File: src/rtl/blue_pkg.sv
// Shared definitions for the blue execution unit: opcode values and FSM states.
package blue_pkg;

  localparam logic [3:0] OP_NOP  = 4'd0;
  localparam logic [3:0] OP_ADD  = 4'd1;
  localparam logic [3:0] OP_SUB  = 4'd2;
  localparam logic [3:0] OP_OR   = 4'd3;
  localparam logic [3:0] OP_AND  = 4'd4;
  localparam logic [3:0] OP_XOR  = 4'd5;
  localparam logic [3:0] OP_SHR  = 4'd6;
  localparam logic [3:0] OP_MOV  = 4'd7;
  localparam logic [3:0] OP_EXCH = 4'd8;
  localparam logic [3:0] OP_LDA  = 4'd9;
  localparam logic [3:0] OP_LDB  = 4'd10;

  typedef enum logic {
    IDLE  = 1'b0,
    SHIFT = 1'b1
  } state_e;

endpackage

File: src/rtl/blue_alu_comb.sv
// Combinational single-cycle ALU: register results and carry for ADD/SUB/OR/AND/XOR/EXCH.
module blue_alu_comb
  import blue_pkg::*;
#(
  parameter int WIDTH = 16
) (
  input  logic [3:0]       op_i,
  input  logic [WIDTH-1:0] a_i,
  input  logic [WIDTH-1:0] b_i,
  output logic [WIDTH-1:0] ra_o,
  output logic [WIDTH-1:0] rb_o,
  output logic             carry_o
);

  logic [WIDTH:0] sum_s;
  logic [WIDTH:0] diff_s;

  // Result select; the extra top bit of the difference is the borrow.
  always_comb begin
    sum_s   = {1'b0, a_i} + {1'b0, b_i};
    diff_s  = {1'b0, a_i} - {1'b0, b_i};
    ra_o    = a_i;
    rb_o    = b_i;
    carry_o = 1'b0;
    case (op_i)
      OP_ADD: begin
        ra_o    = sum_s[WIDTH-1:0];
        carry_o = sum_s[WIDTH];
      end
      OP_SUB: begin
        ra_o    = diff_s[WIDTH-1:0];
        carry_o = ~diff_s[WIDTH];
      end
      OP_OR:   ra_o = a_i | b_i;
      OP_AND:  ra_o = a_i & b_i;
      OP_XOR:  ra_o = a_i ^ b_i;
      OP_EXCH: begin
        ra_o = b_i;
        rb_o = a_i;
      end
      default: ra_o = a_i;
    endcase
  end

endmodule

File: src/rtl/blue_exec_unit.sv
// Clocked blue execution unit: RA/RB accumulators, flags, valid/ready intake and
// a bit-serial SHR that holds off new instructions while it shifts.
module blue_exec_unit
  import blue_pkg::*;
#(
  parameter int WIDTH = 16,
  parameter int AMT_W = $clog2(WIDTH)
) (
  input  logic             clk,
  input  logic             rst,
  input  logic             ins_valid,
  output logic             ins_ready,
  input  logic [3:0]       ins_op,
  input  logic [AMT_W-1:0] ins_amt,
  input  logic [WIDTH-1:0] ld_data,
  output logic [WIDTH-1:0] ra_out,
  output logic [WIDTH-1:0] rb_out,
  output logic             carry,
  output logic             zero,
  output logic             done
);

  state_e             state_q, state_d;
  logic [AMT_W-1:0]   cnt_q, cnt_d;
  logic [WIDTH-1:0]   ra_q, ra_d, rb_q, rb_d;
  logic               carry_q, carry_d, zero_q, zero_d;
  logic               done_q, done_d, ready_q, ready_d;
  logic               accept_s;
  logic [WIDTH-1:0]   alu_ra_s, alu_rb_s, shr_s;
  logic               alu_carry_s;

  blue_alu_comb #(.WIDTH(WIDTH)) u_alu (
    .op_i    (ins_op),
    .a_i     (ra_q),
    .b_i     (rb_q),
    .ra_o    (alu_ra_s),
    .rb_o    (alu_rb_s),
    .carry_o (alu_carry_s)
  );

  assign accept_s = ins_valid && (state_q == IDLE);
  assign shr_s    = {1'b0, ra_q[WIDTH-1:1]};

  // Next-state, register writes and flag updates.
  always_comb begin
    state_d = state_q;
    cnt_d   = cnt_q;
    ra_d    = ra_q;
    rb_d    = rb_q;
    carry_d = carry_q;
    zero_d  = zero_q;
    done_d  = 1'b0;
    case (state_q)
      IDLE: begin
        if (accept_s) begin
          done_d = 1'b1;
          case (ins_op)
            OP_ADD, OP_SUB: begin
              ra_d    = alu_ra_s;
              carry_d = alu_carry_s;
              zero_d  = (alu_ra_s == '0);
            end
            OP_OR, OP_AND, OP_XOR, OP_EXCH: begin
              ra_d   = alu_ra_s;
              rb_d   = alu_rb_s;
              zero_d = (alu_ra_s == '0);
            end
            OP_MOV: rb_d = ra_q;
            OP_LDA: begin
              ra_d   = ld_data;
              zero_d = (ld_data == '0);
            end
            OP_LDB: rb_d = ld_data;
            OP_SHR: begin
              // A zero count behaves exactly like NOP.
              if (ins_amt != '0) begin
                state_d = SHIFT;
                cnt_d   = ins_amt;
                done_d  = 1'b0;
              end else begin
                state_d = IDLE;
              end
            end
            default: done_d = 1'b1;
          endcase
        end else begin
          done_d = 1'b0;
        end
      end
      SHIFT: begin
        ra_d   = shr_s;
        zero_d = (shr_s == '0);
        cnt_d  = cnt_q - AMT_W'(1);
        if (cnt_q == AMT_W'(1)) begin
          state_d = IDLE;
          done_d  = 1'b1;
        end else begin
          state_d = SHIFT;
        end
      end
      default: state_d = IDLE;
    endcase
    ready_d = (state_d == IDLE);
  end

  // State and datapath registers.
  always_ff @(posedge clk or posedge rst) begin
    if (rst) begin
      state_q <= IDLE;
      cnt_q   <= '0;
      ra_q    <= '0;
      rb_q    <= '0;
      carry_q <= 1'b0;
      zero_q  <= 1'b0;
      done_q  <= 1'b0;
      ready_q <= 1'b1;
    end else begin
      state_q <= state_d;
      cnt_q   <= cnt_d;
      ra_q    <= ra_d;
      rb_q    <= rb_d;
      carry_q <= carry_d;
      zero_q  <= zero_d;
      done_q  <= done_d;
      ready_q <= ready_d;
    end
  end

  assign ins_ready = ready_q;
  assign ra_out    = ra_q;
  assign rb_out    = rb_q;
  assign carry     = carry_q;
  assign zero      = zero_q;
  assign done      = done_q;

endmodule

File: config.mk
export PLATFORM = sky130hd
export DESIGN_NAME = blue_exec_unit
export DESIGN_NICKNAME = d
export VERILOG_FILES = /design/src/rtl/blue_pkg.sv /design/src/rtl/blue_alu_comb.sv /design/src/rtl/blue_exec_unit.sv
export SDC_FILE = /design/constraint.sdc
export NUM_CORES = 1
export LEC_CHECK = 0
export ABC_AREA = 1
export CAP_MARGIN = 30
export CORE_ASPECT_RATIO = 2
export CORE_MARGIN = 5
export CORE_UTILIZATION = 62
export CTS_CLUSTER_DIAMETER = 150
export DETAILED_ROUTE_END_ITERATION = 10
export PLACE_DENSITY = 0.88
export SYNTH_ARGS = -nofsm -noshare
export SYNTH_HDL_FRONTEND = slang
export SYNTH_SLANG_ARGS = --single-unit
File: constraint.sdc
create_clock -name clk -period 6.8 [get_ports clk]
set_clock_uncertainty 0.1 [all_clocks]
set_input_delay 0.68 -clock clk [delete_from_list [all_inputs] [get_ports clk]]
set_output_delay 0.68 -clock clk [all_outputs]
set_load 0.05 [all_outputs]
Word level (Yosys, flattened, before mapping)

Index checks and enable logic that the tools add are counted.

Output and inout port bits: 36
Logic and storage cells: 70
Register bits after elaboration: 41

Equality and inequality tests: 16
$add $sub $neg: 3
Reduce and logical (&&, ||, !) cells: 13
Bitwise gates (word level): 6
Mux-type cells: 24

Operators by type and width:

| cell                 | count |
|---|---|
| $pmux W16 S6         | 1 |
| $pmux W16 S2         | 2 |
| $logic_not A16 Y1    | 3 |
| $pmux W16 S3         | 1 |
| $mux W16             | 2 |
| $add A16 B16 Y17     | 1 |
| $sub A16 B16 Y17     | 1 |
| $and A16 B16 Y16     | 1 |
| $eq A4 B3 Y1 const B | 4 |
| $or A16 B16 Y16      | 1 |
| $xor A16 B16 Y16     | 1 |
| $eq A4 B4 Y1 const B | 3 |
| $mux W4              | 3 |
| $pmux W1 S2          | 5 |
| $mux W1              | 9 |
| $eq A4 B1 Y1 const B | 2 |
| $eq A4 B2 Y1 const B | 2 |
| $pmux W4 S2          | 1 |
| $ne A2 B1 Y1 const B | 3 |
| $reduce_and A3 Y1    | 2 |
| $reduce_or A6 Y1     | 1 |
| $reduce_and A4 Y1    | 1 |
| $reduce_bool A4 Y1   | 1 |
| $reduce_or A4 Y1     | 1 |
| other kinds (8)      | 10 |

Longest topological paths before layout

Depth after elaboration: 6
Mapped depth: 22
Gate-level depth less buffers: 21

By module

Synthesis repeated with hierarchy kept, for this count alone.

Cells, all modules: 975
Area total of the unflattened synthesis: 5686.7 um2

By module, submodules not included:

| module         | times used | area each (um2) | cells each | seq. area each (um2) |
|---|---|---|---|---|
| blue_alu_comb  | 1          | 3069.2          | 593        | 0.0 |
| blue_exec_unit | 1          | 2617.5          | 382        | 1027.2 |

Least setup slack after synthesis

OpenSTA, ideal clock, no wires.

Path type: flip-flop to flip-flop
Start: register ra_q[1] (netlist: ra_out[1])
End: register zero_q (netlist: zero)
Arrival time: 2.558 ns
Slack: 4.069 ns
Cell stages (with the launch flop): 20
Required time: 6.627 ns
Buffers on the path: 0
Library setup time: 0.073 ns
Path through: dfrtp_1 > inv_1 > fa_1 > inv_1 > nand2_1 > nand2_1 > nand3_1 > nand2_1 > nand2_1 > nand2_1 > nand2_1 > nand3_1 > nand3_1 > nand2_1 > nand2_1 > nor2_1 > nand3_1 > nand2_1 > nand2_1 > a21oi_2

Longest elaborated chain between the ends: 6
Elaborated cells on any way between the ends: 11
Those cells by class: add/sub (2); mux (4); bitwise (3); reduce/logical (2)

Ends and longest elaborated chain:

| what                                     | line                                       | text |
|---|---|---|
| start, declared                          | blue_exec_unit.sv:25                       | `logic [WIDTH-1:0] ra_q, ra_d, rb_q, rb_d;` |
| start signal, assigned                   | blue_exec_unit.sv:120                      | `ra_q <= ra_d;` |
| $sub A16 B16 Y17 (tied with other cells) | blue_alu_comb.sv:21                        | `diff_s = {1'b0, a_i} - {1'b0, b_i};` |
| $pmux W16 S6                             | blue_alu_comb.sv:25                        | `case (op_i)` |
| $logic_not A16 Y1                        | blue_exec_unit.sv:61, blue_exec_unit.sv:66 |  |
| $pmux W1 S2                              | blue_exec_unit.sv:57                       | `case (ins_op)` |
| $mux W1                                  | blue_exec_unit.sv:55                       | `if (accept_s) begin` |
| $pmux W1 S2 (*)                          | blue_exec_unit.sv:53                       | `case (state_q)` |
| end signal, assigned                     | blue_exec_unit.sv:123                      | `zero_q <= zero_d;` |
| end, declared                            | blue_exec_unit.sv:26                       | `logic carry_q, carry_d, zero_q, zero_d;` |

Mark *: on every way between the ends. The rest lies on a longest branch, timed or not. The select of a mux whose other input is x is not followed.
A chain may end at the register's enable or synchronous reset.

Worst setup path after layout

Start: register ra_q[6] (netlist: ra_out[6])
End: register ra_q[13] (netlist: ra_out[13])

Longest elaborated chain between the ends: 5
Elaborated cells on any way between the ends: 6
Those cells by class: add/sub (2); mux (4)

Ends and longest elaborated chain:

| what                                                        | line |
|---|---|
| $sub A16 B16 Y17 / $add A16 B16 Y17 (equally long branches) | blue_alu_comb.sv:21, blue_alu_comb.sv:20 |
| $pmux W16 S6 (*)                                            | blue_alu_comb.sv:25 |
| $pmux W16 S2 (*)                                            | blue_exec_unit.sv:57 |
| $mux W16 (*)                                                | blue_exec_unit.sv:55 |
| $pmux W16 S2 (*)                                            | blue_exec_unit.sv:53 |

Marks and branches as above.

==> out/qor.yml <==
worst_setup_path:
  critPathRequiredTime_ns: 6.86
  slowest_stage: "dfrtp_1"
  r2r_start: "ra_out[6]"
  end_kind: "flop"
  critPathMaxFanout: 8
  r2r-end: "ra_out[13]"
  path_cells: "inv_1 -> ha_1 -> inv_1 -> a21oi_1 -> nor2_1 -> o21ai_0 -> nand4_1 -> nand3_1 -> nand4_1 -> nand2_1 -> nand3_1 -> o211ai_1 -> o21ai_0"
  path_buf_inv: 2
  r2r_cells: 13
  worst-setup-path-type: "flop to flop"
  ff2ff_setup_slack_ns: 3.26
  critPathArrivalTime_ns: 3.60
  critPathLaunchType: "flop"
  crit_family: "compound AO/OA/AOI/OAI gates"
  crit_path_max_incr_delay_ns: 0.55
floorplanning:
  die_area_um2: 10400
  fp.dieW_um: 74.7
  num_rows: 47
  fp.dieH_um: 139
  io_pins: 63
  initial_utilization: 0.630
  core_area_um2: 8230
power_and_ir_drop:
  leakagePower_nw: 3.06
  ir_worst_vdd_mv: 0.361
  powerDensity_nw_per_um2: 587
timing:
  worst_slack_ns: 3.26
  fin_crit_ns: 3.54
  setup_viol: 0
  tightest_slew_ns: 1.01
  fin_crit_sh: 0.521
  slew_headroom: 0.327
  hold_viol_final: 0
  fmax_mhz: 282
  grt_setup_unrepaired: "false"
  finalSetupTns_ns: 0
  slew_viol_final: 0
min_path:
  whs_path_depth: 2
  hold_class: "flop to flop"
  hold_end: "zero"
  hp-start: "zero"
synth:
  synth_compound_area_frac: 0.163
  synthXorXnorAreaFrac: 0
  ys_warn_count: 0
  netlist.area_leader.share: 0.193
  ys_types: 39
  syn-cell-area_um2: 5190
  synth_nets: 942
  synth-seq-cells: 41
  synth_top_family_by_area: "simple AND/OR/NAND/NOR gates"
  synth-async-reset-ratio: 1.00
  synth_area_leader_cell: "dfrtp_1"
  synthAdderAreaFrac: 0.133
  synth_simple_gate_area_frac: 0.383
  synthCells: 861
  synth_edf_count: 0
  synth_mux_area_frac: 0
  synthTopCellsByArea: "dfrtp_1 19%, nand2_1 18%, ha_1 13%"
  syn_avg_cell_area_um2: 6.02
  yosysSeqAreaShare: 0.198
  synth_flop_cell: "dfrtp_1"
grt:
  grt_use_total: 0.415
  antenna_found_initial: 0
  grt_max_degree: 42
  grt_pass1_vias: 6543
  grt_overflow: 0
  grt_pass1_wl_mm: 33.4
detailed_routing:
  first_pass_iters: 7
  routedWlPerCell_um: 21.0
  num_vias: 6612
  routed_wl_mm: 21.1
  avgViaCountPerCell: 6.61
  drc: 0
  drt_iter0_markers: 797
  drtAntennaViolNets: 0
clock_network:
  cts_sinks: 41
  htreeDepth: 2
  ctsResizeCount: 0
  clkSlewWorstSetupHoldPaths_ns: 0.07
  cts_tree: "built"
  clk_latency_ns: 0.29
  numCtsBuffers: 5
  clockBufferDepth: 2
  hold_buffers: 0
  post-cts-setup-buffers: 0
  cts-root-buf: "clkbuf_16"
final_layout:
  drive_above_1_share: 0.0377
  nFillCells: 705
  final_nets: 983
  syn_to_final_growth_pct: 15.6
  n_antenna_cell: 0
place:
  dp_hpwl_mm: 16.2
  portBuffers: 62
  dp_slack_ns: 3.16
  gp_congestion: 1.08
status:
  status: "finished clean"
job:
  drv_cap: 0
==> cells in the mapped netlist, types with 5 or more instances <==
| cell | count |
|---|---|
| nand4_1 | 12 |
| o221ai_1 | 5 |
| nor3_1 | 7 |
| o22ai_1 | 16 |
| a21oi_1 | 28 |
| nand2_1 | 243 |
| o211ai_1 | 21 |
| nor2_2 | 5 |
| nor4_1 | 6 |
| dfrtp_1 | 40 |
| nor2_1 | 80 |
| ha_1 | 52 |
| inv_2 | 5 |
| nand3_1 | 100 |
| inv_1 | 124 |
| buf_2 | 15 |
| o21ai_0 | 47 |
| clkbuf_1 | 16 |
==> sequential cells by signal, summed over array words and instances, names as in the netlist <==
| name | flops |
|---|---|
| carry | 1 |
| zero | 1 |
| cnt_q | 4 |
| state_q | 1 |
| done | 1 |
| ra_out | 16 |
| rb_out | 16 |
| ins_ready | 1 |
==> worst max-delay path by stage <==
stage	startpoint	to	slack (ns)	cells after the start
floorplan	ra_out[1]	zero	4.07	19
CTS	ra_out[11]	zero	3.40	18
global placement	ins_op[3]	rb_out[12]	3.02	7
global route	ra_out[11]	zero	2.96	18
finish	ra_out[6]	ra_out[13]	3.26	13
detailed placement	ins_op[3]	zero	3.16	17
==> cell usage in the layout, fill, tap and decap left out, types with 4 or more instances in the layout <==
cell / synthesis / layout
inv_2: 5 / 5
o2111ai_1: 4 / 4
nand3_1: 100 / 100
nor4_1: 6 / 6
clkbuf_16: 0 / 5
inv_1: 124 / 123
a21oi_1: 28 / 28
nor3_1: 7 / 7
o221ai_1: 5 / 5
a41oi_1: 4 / 4
o22ai_1: 16 / 16
nor2_2: 5 / 5
ha_1: 52 / 52
nand2_1: 243 / 243
o211ai_1: 21 / 21
nor2_1: 80 / 80
clkdlybuf4s50_1: 0 / 62
o21ai_0: 47 / 47
dfrtp_1: 40 / 40
nand4_1: 12 / 12
==> cell type report <==
class | instances | area, um2 | share of cell area
clock buffers | 5 | 125 | 0.0209
clock inverters | 3 | 46.3 | 0.00772
inverters | 131 | 494 | 0.0824
multi-input cells | 657 | 3530 | 0.588
flip-flops and latches | 41 | 1030 | 0.171
well taps | 98 | 123 | 0.0205
repair buffers | 66 | 654 | 0.109
==> tightest hold or removal path: cells and delay by family (launching register included) <==
| kind | cells | cell delay, ns |
|---|---|---|
| flops | 1 | 0.38 |
| compound gates | 1 | 0.09 |
| simple gates | 1 | 0.07 |
==> metrics by stage <==
step,power [mW],hold WS [ns],instances,cell area [um2],utilization
4_1_cts,3.43,0.467,1001,6000,0.728
2_1_floorplan,2.34,0.416,861,5190,-
5_1_grt,3.75,0.493,1001,6000,0.728
6_report,3.52,0.482,1001,6000,0.728
3_3_place_gp,3.06,0.457,992,5810,0.706
3_5_place_dp,3.13,0.450,993,5820,0.707
==> logic make-up (layout without fill, tap and decap cells) <==
family | Yosys count | count (layout)
AO/OA/AOI/OAI | 137 | 137
adder cells (fa/ha/maj) | 54 | 54
buffers and inverters | 163 | 205
flip-flops | 41 | 41
AND/OR/NAND/NOR | 466 | 466
==> routing by layer <==
layer  vias up  GRT usage  routed length, um
met5         -          0                  0
met4         0      0.320               2280
met3       212     0.0823               2150
met2       563      0.682              10000
met1      2922      0.445               6580
li1       2915          -                  -
==> where the power goes <==
group	total (mW)	leakage, nW	switching, mW	internal, mW
Combinational	2.68	2.47	1.88	0.805
Clock	0.283	0.0800	0.109	0.174
Sequential	0.553	0.506	0.190	0.363
Power figures use the tool's default switching activity.
